--- config.mk ---
export PLATFORM = sky130hd
export DESIGN_NAME = usb_bitstream_readback_tx
export DESIGN_NICKNAME = d
export VERILOG_FILES = /design/src/rtl/usb_bitstream_readback_tx.sv
export SDC_FILE = /design/constraint.sdc
export NUM_CORES = 1
export LEC_CHECK = 0
export CORE_AREA = 4 4 96 98
export DETAILED_ROUTE_END_ITERATION = 7
export DIE_AREA = 0 0 100 102
export HOLD_SLACK_MARGIN = 0.1
export PLACE_DENSITY = 0.68
export SYNTH_ARGS = -nofsm -noshare
export SYNTH_HDL_FRONTEND = slang
export SYNTH_SLANG_ARGS = --single-unit
--- constraint.sdc ---
create_clock -name clk_i -period 2.5 [get_ports clk_i]
set_input_delay 0.5 -clock clk_i [delete_from_list [all_inputs] [get_ports clk_i]]
set_output_delay 0.5 -clock clk_i [all_outputs]
set_load 0.1 [all_outputs]
--- src/rtl/usb_bitstream_readback_tx.sv ---
// Frames 32-bit readback words into a byte stream for the USB CDC IN path: sync word, 16-bit count, data, optional checksum.
// Define READBACK_CHECKSUM_EN to append an XOR checksum byte after the payload.
module usb_bitstream_readback_tx #(
    parameter logic [31:0] SYNC_WORD = 32'hFAB0_FAB1,
    parameter int          COUNT_W   = 16
) (
    input  logic               clk_i,
    input  logic               reset_i,
    input  logic               start_i,
    input  logic [COUNT_W-1:0] word_count_i,
    input  logic [31:0]        word_data_i,
    input  logic               word_valid_i,
    output logic               word_ready_o,
    output logic [7:0]         in_data_o,
    output logic               in_valid_o,
    input  logic               in_ready_i,
    output logic               busy_o,
    output logic               done_o
);

    typedef enum logic [2:0] {
        ST_IDLE  = 3'd0,
        ST_SYNC  = 3'd1,
        ST_COUNT = 3'd2,
        ST_DATA  = 3'd3,
        ST_DONE  = 3'd4
`ifdef READBACK_CHECKSUM_EN
        , ST_CSUM = 3'd5
`endif
    } state_t;

`ifdef READBACK_CHECKSUM_EN
    localparam state_t ST_TAIL = ST_CSUM;
`else
    localparam state_t ST_TAIL = ST_DONE;
`endif

    function automatic logic [7:0] word_byte(input logic [31:0] w, input logic [1:0] idx);
        logic [7:0] b;
        case (idx)
            2'd0:    b = w[31:24];
            2'd1:    b = w[23:16];
            2'd2:    b = w[15:8];
            2'd3:    b = w[7:0];
            default: b = 8'h00;
        endcase
        return b;
    endfunction

`ifdef READBACK_CHECKSUM_EN
    function automatic logic [7:0] csum_update(input logic [7:0] acc, input logic [7:0] b);
        return acc ^ b;
    endfunction

    logic [7:0]         csum_r;
`endif

    state_t             state_r;
    state_t             state_nxt_s;
    logic [1:0]         byte_idx_r;
    logic [COUNT_W-1:0] count_r;
    logic [COUNT_W-1:0] words_left_r;
    logic [31:0]        hold_r;
    logic               full_r;
    logic [7:0]         in_data_s;
    logic               in_valid_s;
    logic               accept_s;
    logic               last_byte_s;
    logic               word_ready_s;
    logic               take_s;

    // Byte source selection for the current frame field.
    always_comb begin
        in_data_s  = 8'h00;
        in_valid_s = 1'b0;
        case (state_r)
            ST_SYNC: begin
                in_data_s  = word_byte(SYNC_WORD, byte_idx_r);
                in_valid_s = 1'b1;
            end
            ST_COUNT: begin
                in_data_s  = (byte_idx_r == 2'd0) ? count_r[15:8] : count_r[7:0];
                in_valid_s = 1'b1;
            end
            ST_DATA: begin
                in_data_s  = word_byte(hold_r, byte_idx_r);
                in_valid_s = full_r;
            end
`ifdef READBACK_CHECKSUM_EN
            ST_CSUM: begin
                in_data_s  = csum_r;
                in_valid_s = 1'b1;
            end
`endif
            default: begin
                in_data_s  = 8'h00;
                in_valid_s = 1'b0;
            end
        endcase
    end

    // A new word may refill the holding register in the same cycle its predecessor drains.
    assign accept_s     = in_valid_s && in_ready_i;
    assign last_byte_s  = (state_r == ST_DATA) && full_r && (byte_idx_r == 2'd3) && accept_s;
    assign word_ready_s = (state_r == ST_DATA) && (words_left_r != '0) && (!full_r || last_byte_s);
    assign take_s       = word_ready_s && word_valid_i;

    // Next-state decode.
    always_comb begin
        state_nxt_s = state_r;
        case (state_r)
            ST_IDLE:  state_nxt_s = start_i ? ST_SYNC : ST_IDLE;
            ST_SYNC:  state_nxt_s = (accept_s && (byte_idx_r == 2'd3)) ? ST_COUNT : ST_SYNC;
            ST_COUNT: begin
                if (accept_s && (byte_idx_r == 2'd1)) begin
                    state_nxt_s = (count_r == '0) ? ST_TAIL : ST_DATA;
                end else begin
                    state_nxt_s = ST_COUNT;
                end
            end
            ST_DATA:  state_nxt_s = (last_byte_s && (words_left_r == '0)) ? ST_TAIL : ST_DATA;
`ifdef READBACK_CHECKSUM_EN
            ST_CSUM:  state_nxt_s = accept_s ? ST_DONE : ST_CSUM;
`endif
            ST_DONE:  state_nxt_s = ST_IDLE;
            default:  state_nxt_s = ST_IDLE;
        endcase
    end

    // State register.
    always_ff @(posedge clk_i) begin
        if (reset_i) begin
            state_r <= ST_IDLE;
        end else begin
            state_r <= state_nxt_s;
        end
    end

    // Frame datapath: byte index, counters, holding register and checksum.
    always_ff @(posedge clk_i) begin
        if (reset_i) begin
            byte_idx_r   <= 2'd0;
            count_r      <= '0;
            words_left_r <= '0;
            hold_r       <= 32'h0000_0000;
            full_r       <= 1'b0;
`ifdef READBACK_CHECKSUM_EN
            csum_r       <= 8'h00;
`endif
        end else if ((state_r == ST_IDLE) && start_i) begin
            byte_idx_r   <= 2'd0;
            count_r      <= word_count_i;
            words_left_r <= word_count_i;
            full_r       <= 1'b0;
`ifdef READBACK_CHECKSUM_EN
            csum_r       <= 8'h00;
`endif
        end else begin
            if (accept_s) begin
                byte_idx_r <= ((state_r == ST_COUNT) && (byte_idx_r == 2'd1)) ? 2'd0 : byte_idx_r + 2'd1;
            end
            if (take_s) begin
                hold_r       <= word_data_i;
                full_r       <= 1'b1;
                words_left_r <= words_left_r - COUNT_W'(1);
            end else if (last_byte_s) begin
                full_r <= 1'b0;
            end
`ifdef READBACK_CHECKSUM_EN
            if (accept_s) begin
                csum_r <= csum_update(csum_r, in_data_s);
            end
`endif
        end
    end

    assign in_data_o    = in_data_s;
    assign in_valid_o   = in_valid_s;
    assign word_ready_o = word_ready_s;
    assign done_o       = (state_r == ST_DONE);
    assign busy_o       = (state_r != ST_IDLE) && (state_r != ST_DONE);

endmodule

* Word level (Yosys, flattened, before mapping)
Cells that the tools add are included.
** Word-level totals
- Logic and storage cells :: 60
- Register bits after elaboration :: 70
- Input bits :: 53
- Output and inout port bits :: 12
** Cells by class
- Bitwise gates (word level) :: 1
- Multiplexer cells :: 16
- $add $sub $neg :: 2
- Reductions and logical operators :: 27
- Eq/ne operators :: 8
** Operators with widths (number)
- $pmux W8 S3 :: 2
- $logic_not A16 Y1 :: 2
- $mux W16 :: 2
- $pmux W8 S4 :: 1
- $reduce_bool A16 Y1 :: 1
- $sub A16 B1 Y16 const B :: 1
- $logic_and A1 B1 Y1 :: 13
- $pmux W3 S4 :: 1
- $mux W3 :: 3
- $mux W8 :: 1
- $eq A3 B2 Y1 const B :: 2
- $reduce_or A2 Y1 :: 3
- $eq A2 B2 Y1 const B :: 2
- $mux W2 :: 2
- $reduce_bool A2 Y1 :: 2
- $eq A3 B1 Y1 const B :: 1
- $eq A3 B3 Y1 const B :: 1
- $logic_not A3 Y1 :: 1
- $mux W1 :: 3
- $ne A3 B3 Y1 const B :: 1
- $reduce_bool A3 Y1 :: 1
- $add A2 B1 Y2 const B :: 1
- $eq A2 B1 Y1 const B :: 1
- $logic_not A2 Y1 :: 1
- other kinds (5) :: 5

* Longest topological paths before layout
- Depth after elaboration :: 10
- Depth in mapped cells :: 8
- Mapped depth without buffers :: 6

* Worst setup path after synthesis
Ideal clock, no wire load.
- Path type :: register to output
- From :: reg byte_idx_r[0]
- To :: out in_data_o[2]
- Arrival time :: 3.291 ns
- Path slack :: -1.291 ns
- Cell stages (with the launch flop) :: 7
- Buffers on the path :: 2
- Required time :: 2.000 ns
- Path through :: dfxtp_1 -> inv_1 -> ha_1 -> clkbuf_1 -> clkbuf_1 -> mux2i_1 -> o21ai_0
** Between the ends
- Word-level cells in the longest chain between the ends :: 3
- Elaborated cells between the ends (all ways) :: 7
- Those cells by class :: 3 x eq/ne; 3 x mux; 1 x reduce/logical
** RTL lines
- from (decl) :: RTL line 60 : logic [1:0] byte_idx_r;
- from (signal assigned) :: RTL line 160 : byte_idx_r <= ((state_r == ST_COUNT) && (byte_idx_r == 2'd1)) ? 2'd0 : byte_idx_r + 2'd1;
- $eq A2 B2 Y1, or another cell as far along :: RTL line 40 : case (idx)
- $pmux W8 S4 or $mux W8 (tied branches) :: RTL line 40, 82
- $pmux W8 S3 (*) :: RTL line 76 : case (state_r)
- to (decl) :: RTL line 14 : output logic [7:0] in_data_o,
Mark *: on every way between the ends. The rest lies on a longest branch, timed or not.

* Final worst setup path
- From :: reg byte_idx_r[0]
- To :: out in_data_o[3]
** Between the ends
- Word-level cells in the longest chain between the ends :: 4
- Elaborated cells between the ends (all ways) :: 9
- Those cells by class :: 3 x eq/ne; 4 x mux; 2 x reduce/logical
** RTL lines (RTL line)
- $eq A2 B2 Y1 or $logic_not A2 Y1 (tied branches) :: 40, 82
- $reduce_or A2 Y1 (no line)
- $pmux W8 S3 :: 40
- $pmux W8 S3 (*) :: 76
Mark *: on every way between the ends. The rest lies on a longest branch, timed or not. The select of a mux whose other input is x is not followed.

==> impl_metrics.tcl <==
set metrics [dict create \
    fill_cells 744 \
    path_cells "inv_4 -> ha_4 -> buf_4 -> buf_12 -> mux2i_1 -> o211ai_1 -> buf_12" \
    drc_errors 0 \
    utilization 0.5927 \
    leakagePower_nw 1.684 \
    top_layer_used "met4" \
    drive_above_1_share 0.1745 \
    synth_xor_area_frac 0.002385 \
    ys_async_sr_fraction 0 \
    cap_viol_max_count 0 \
    clk_latency_ns 0.36 \
    violations "setup timing" \
    yosys_warnings 0 \
    share_comb_of_total_power 0.179 \
    cp-start-kind "register" \
    worst_pin_slew_ns 0.5851 \
    fmax_mhz 395.3 \
    viasPerCell 6.089 \
    cts_made_buffers 9 \
    ys_top_cells_by_area "dfxtp_1 38%, o21ai_0 8.9%, a21oi_1 7.1%" \
    crit_arrival_ns 2.03 \
    ios 65 \
    fin_ws_ns -0.02994 \
    die_w_um 100 \
    peakVddDrop_uv 311.6 \
    dpl_cell_area_um2 4647 \
    maxSlewViolCount 0 \
    min_path_type "register to register" \
    grt_antenna_before_repair 0 \
    synth_top_family_by_area "compound AO/OA/AOI/OAI gates" \
    core_um2 8466 \
    switching_share 0.2729 \
    yosysSeqAreaShare 0.3816 \
    required_ns 2.00 \
    initial_core_util 0.4338 \
    antenna_cells 0 \
    setup-violations-final 2 \
    fin_area_um2 5017 \
    ys_types 52 \
    synth_compound_area_frac 0.2733 \
    finalWorstPathRequiredPeriod_ns 2.530 \
    cp_common_cell "buf_12" \
    outcome "complete, but fails checks" \
    rsz0062_at_grt "yes" \
    grt_usage 0.2279 \
    synth_fa_ha_area_frac 0.02385 \
    p_clk_frac 0.417 \
    hold_ws_ns 0.4753 \
    dr_wl_met2_um 5406 \
    yosys.area_share.simple 0.2419 \
    multi_input_area_um2 2198 \
    dp_hpwl_um 7858 \
    layout.nets 588 \
    row_count 34 \
    grt.overflow.total 0 \
    hold_buffers 0 \
    powerDensity_nw_per_um2 591.1 \
    met1_length_um 5070 \
    htree_levels 3 \
    yosysMostFrequentCell "dfxtp_1" \
    syn_area_per_cell_um2 7.780 \
    synth_fp_nets 532 \
    cts_root_buf "clkbuf_8" \
    p_total_mw 2.966 \
    finalHoldViolations 0 \
    netlist.top_cell.by_area "dfxtp_1" \
    netlist_area_um2 3672 \
    final.period_utilization 1.012 \
    cts_tree "done" \
    grt_max_degree 57 \
    die-area_um2 10200 \
    routed_wl_um 11460 \
    dr_wl_met3_um 713 \
    worstSetupPathType "register to output pin" \
    clock-sinks 70 \
    worst-path-max-fanout 7 \
    vias 3903 \
    port_buffers 64 \
    fin_skew_ns 0.009286 \
    clk_pin_slew_ns 0.08 \
    finalSetupTns_ns -0.03799 \
    clk_path_buf_depth 2 \
    register_area_um2 1409 \
    dr.pass1.iters 5 \
    grt_pass1_wl_um 18350 \
    synthTopCellsByCount "70 x dfxtp_1, 65 x o21ai_0, 52 x a21oi_1, 52 x nand2_1, 37 x clkbuf_1" \
    wl_per_cell_um 17.87 \
    syn_to_final_growth_pct 36.63 \
    synth_edf_count 0 \
    slowest_stage "o211ai_1" \
    cp_slowest_stage_delay_ns 0.40 \
    synth_flop_cell "dfxtp_1" \
    first_iter_violations 278 \
    ys_ff_latch 70 \
    slew_headroom 0.6099 \
    pwr-share-seq 0.404 \
    synth_top_area_share 0.3816 \
    gp_congestion 0.8449 \
    power_switching_uw 809.3 \
    ant_nets 0 \
    muxShareOfSynthArea 0.02624 \
    p_int_mw 2.156 \
    grt_pass1_vias 3655 \
    syn_inst 472 \
    chipHeight_um 102 \
    crit_path_end_kind "output pin" \
]
[power by group through the flow]
| stage | logic (mW) | clock network [mW] | registers, mW |
|---|---|---|---|
| finish | 0.530 | 1.24 | 1.20 |
| global route | 0.570 | 1.30 | 1.20 |
| CTS | 0.525 | 1.24 | 1.19 |
| detailed placement | 0.510 | 0 | 1.22 |
| global placement | 0.504 | 0 | 1.22 |
| floorplan | 0.297 | 0 | 1.20 |
[cells in the final DEF, fill, tap and decap left out, types with 4 or more instances in the layout]
| master | count |
|---|---|
| mux2i_1 | 4 |
| a21oi_1 | 49 |
| buf_4 | 18 |
| clkdlybuf4s50_1 | 51 |
| nor4_1 | 10 |
| a31oi_1 | 9 |
| a311oi_1 | 5 |
| clkbuf_8 | 9 |
| or3_1 | 4 |
| mux2_2 | 5 |
| nor3_1 | 5 |
| bufinv_16 | 4 |
| buf_12 | 16 |
| o211ai_1 | 5 |
| nor2_1 | 14 |
| nand3_1 | 36 |
| o31ai_1 | 7 |
| a222oi_1 | 8 |
| dfxtp_1 | 68 |
| inv_1 | 6 |
| or4_1 | 8 |
| o21ai_0 | 60 |
| nand2_1 | 52 |
[per-stage QoR]
stage | instances | setup slack, ns
after floorplan | 472 | -0.4293
after CTS | 641 | 0.005776
after global routing | 641 | -0.08629
after global placement | 622 | 0.008227
after detailed placement | 622 | -0.02151
final | 641 | -0.02994
[area by class of cell]
class | count | share of cell area
well taps | 108 | 0.02693
clock inverters | 7 | 0.02893
clock buffers | 9 | 0.02469
repair buffers | 86 | 0.1935
multi-input cells | 353 | 0.4382
inverters | 8 | 0.006983
flip-flops and latches | 70 | 0.2808
[kinds of logic (layout without fill, tap and decap cells)]
kind of cell / after synthesis / after routing
xor gates and xnor gates: 1 / 1
buffers and inverters: 49 / 110
DFF: 70 / 70
and+or+nand+nor: 168 / 168
muxes: 9 / 9
AOI/OAI and AO/OA: 168 / 168
adders and majority gates: 7 / 7
[worst max-delay path, delay by kind of cell, from the launching register on]
family                     cells  cell delay, ns
buffers and inverters          4            0.60
AOI/OAI and AO/OA              1            0.40
DFF                            1            0.39
adders and majority gates      1            0.18
muxes                          1            0.11
[repair_timing]
action,in CTS,in global routing
gates resized for setup,12,7
endpoints found under the setup margin,9,8
endpoints found under the hold margin,0,0
buffers inserted,3,0
pin swaps,6,2
[routing by layer]
layer	track usage	vias to the layer above
li1	-	1880
met1	0.3127	1857
met2	0.3617	142
met3	0.03481	24
met4	0.09016	0
met5	0	-
[flip-flops by register name (all words and copies together), names as in the netlist]
| signal | flops |
|---|---|
| byte_idx_r | 2 |
| count_r | 16 |
| full_r | 1 |
| hold_r | 32 |
| state_r | 3 |
| words_left_r | 16 |
[final timing paths]
check	startpoint	to	slack, ns	depth (start not counted)
hold / removal	count_r[15]	count_r[15]	0.48	2
setup reg to reg	words_left_r[0]	state_r[2]	0.26	6
hold reg to reg	count_r[15]	count_r[15]	0.48	2
setup / recovery	byte_idx_r[0]	in_data_o[3]	-0.03	7
Note: power is estimated with default switching activity, not from simulation.
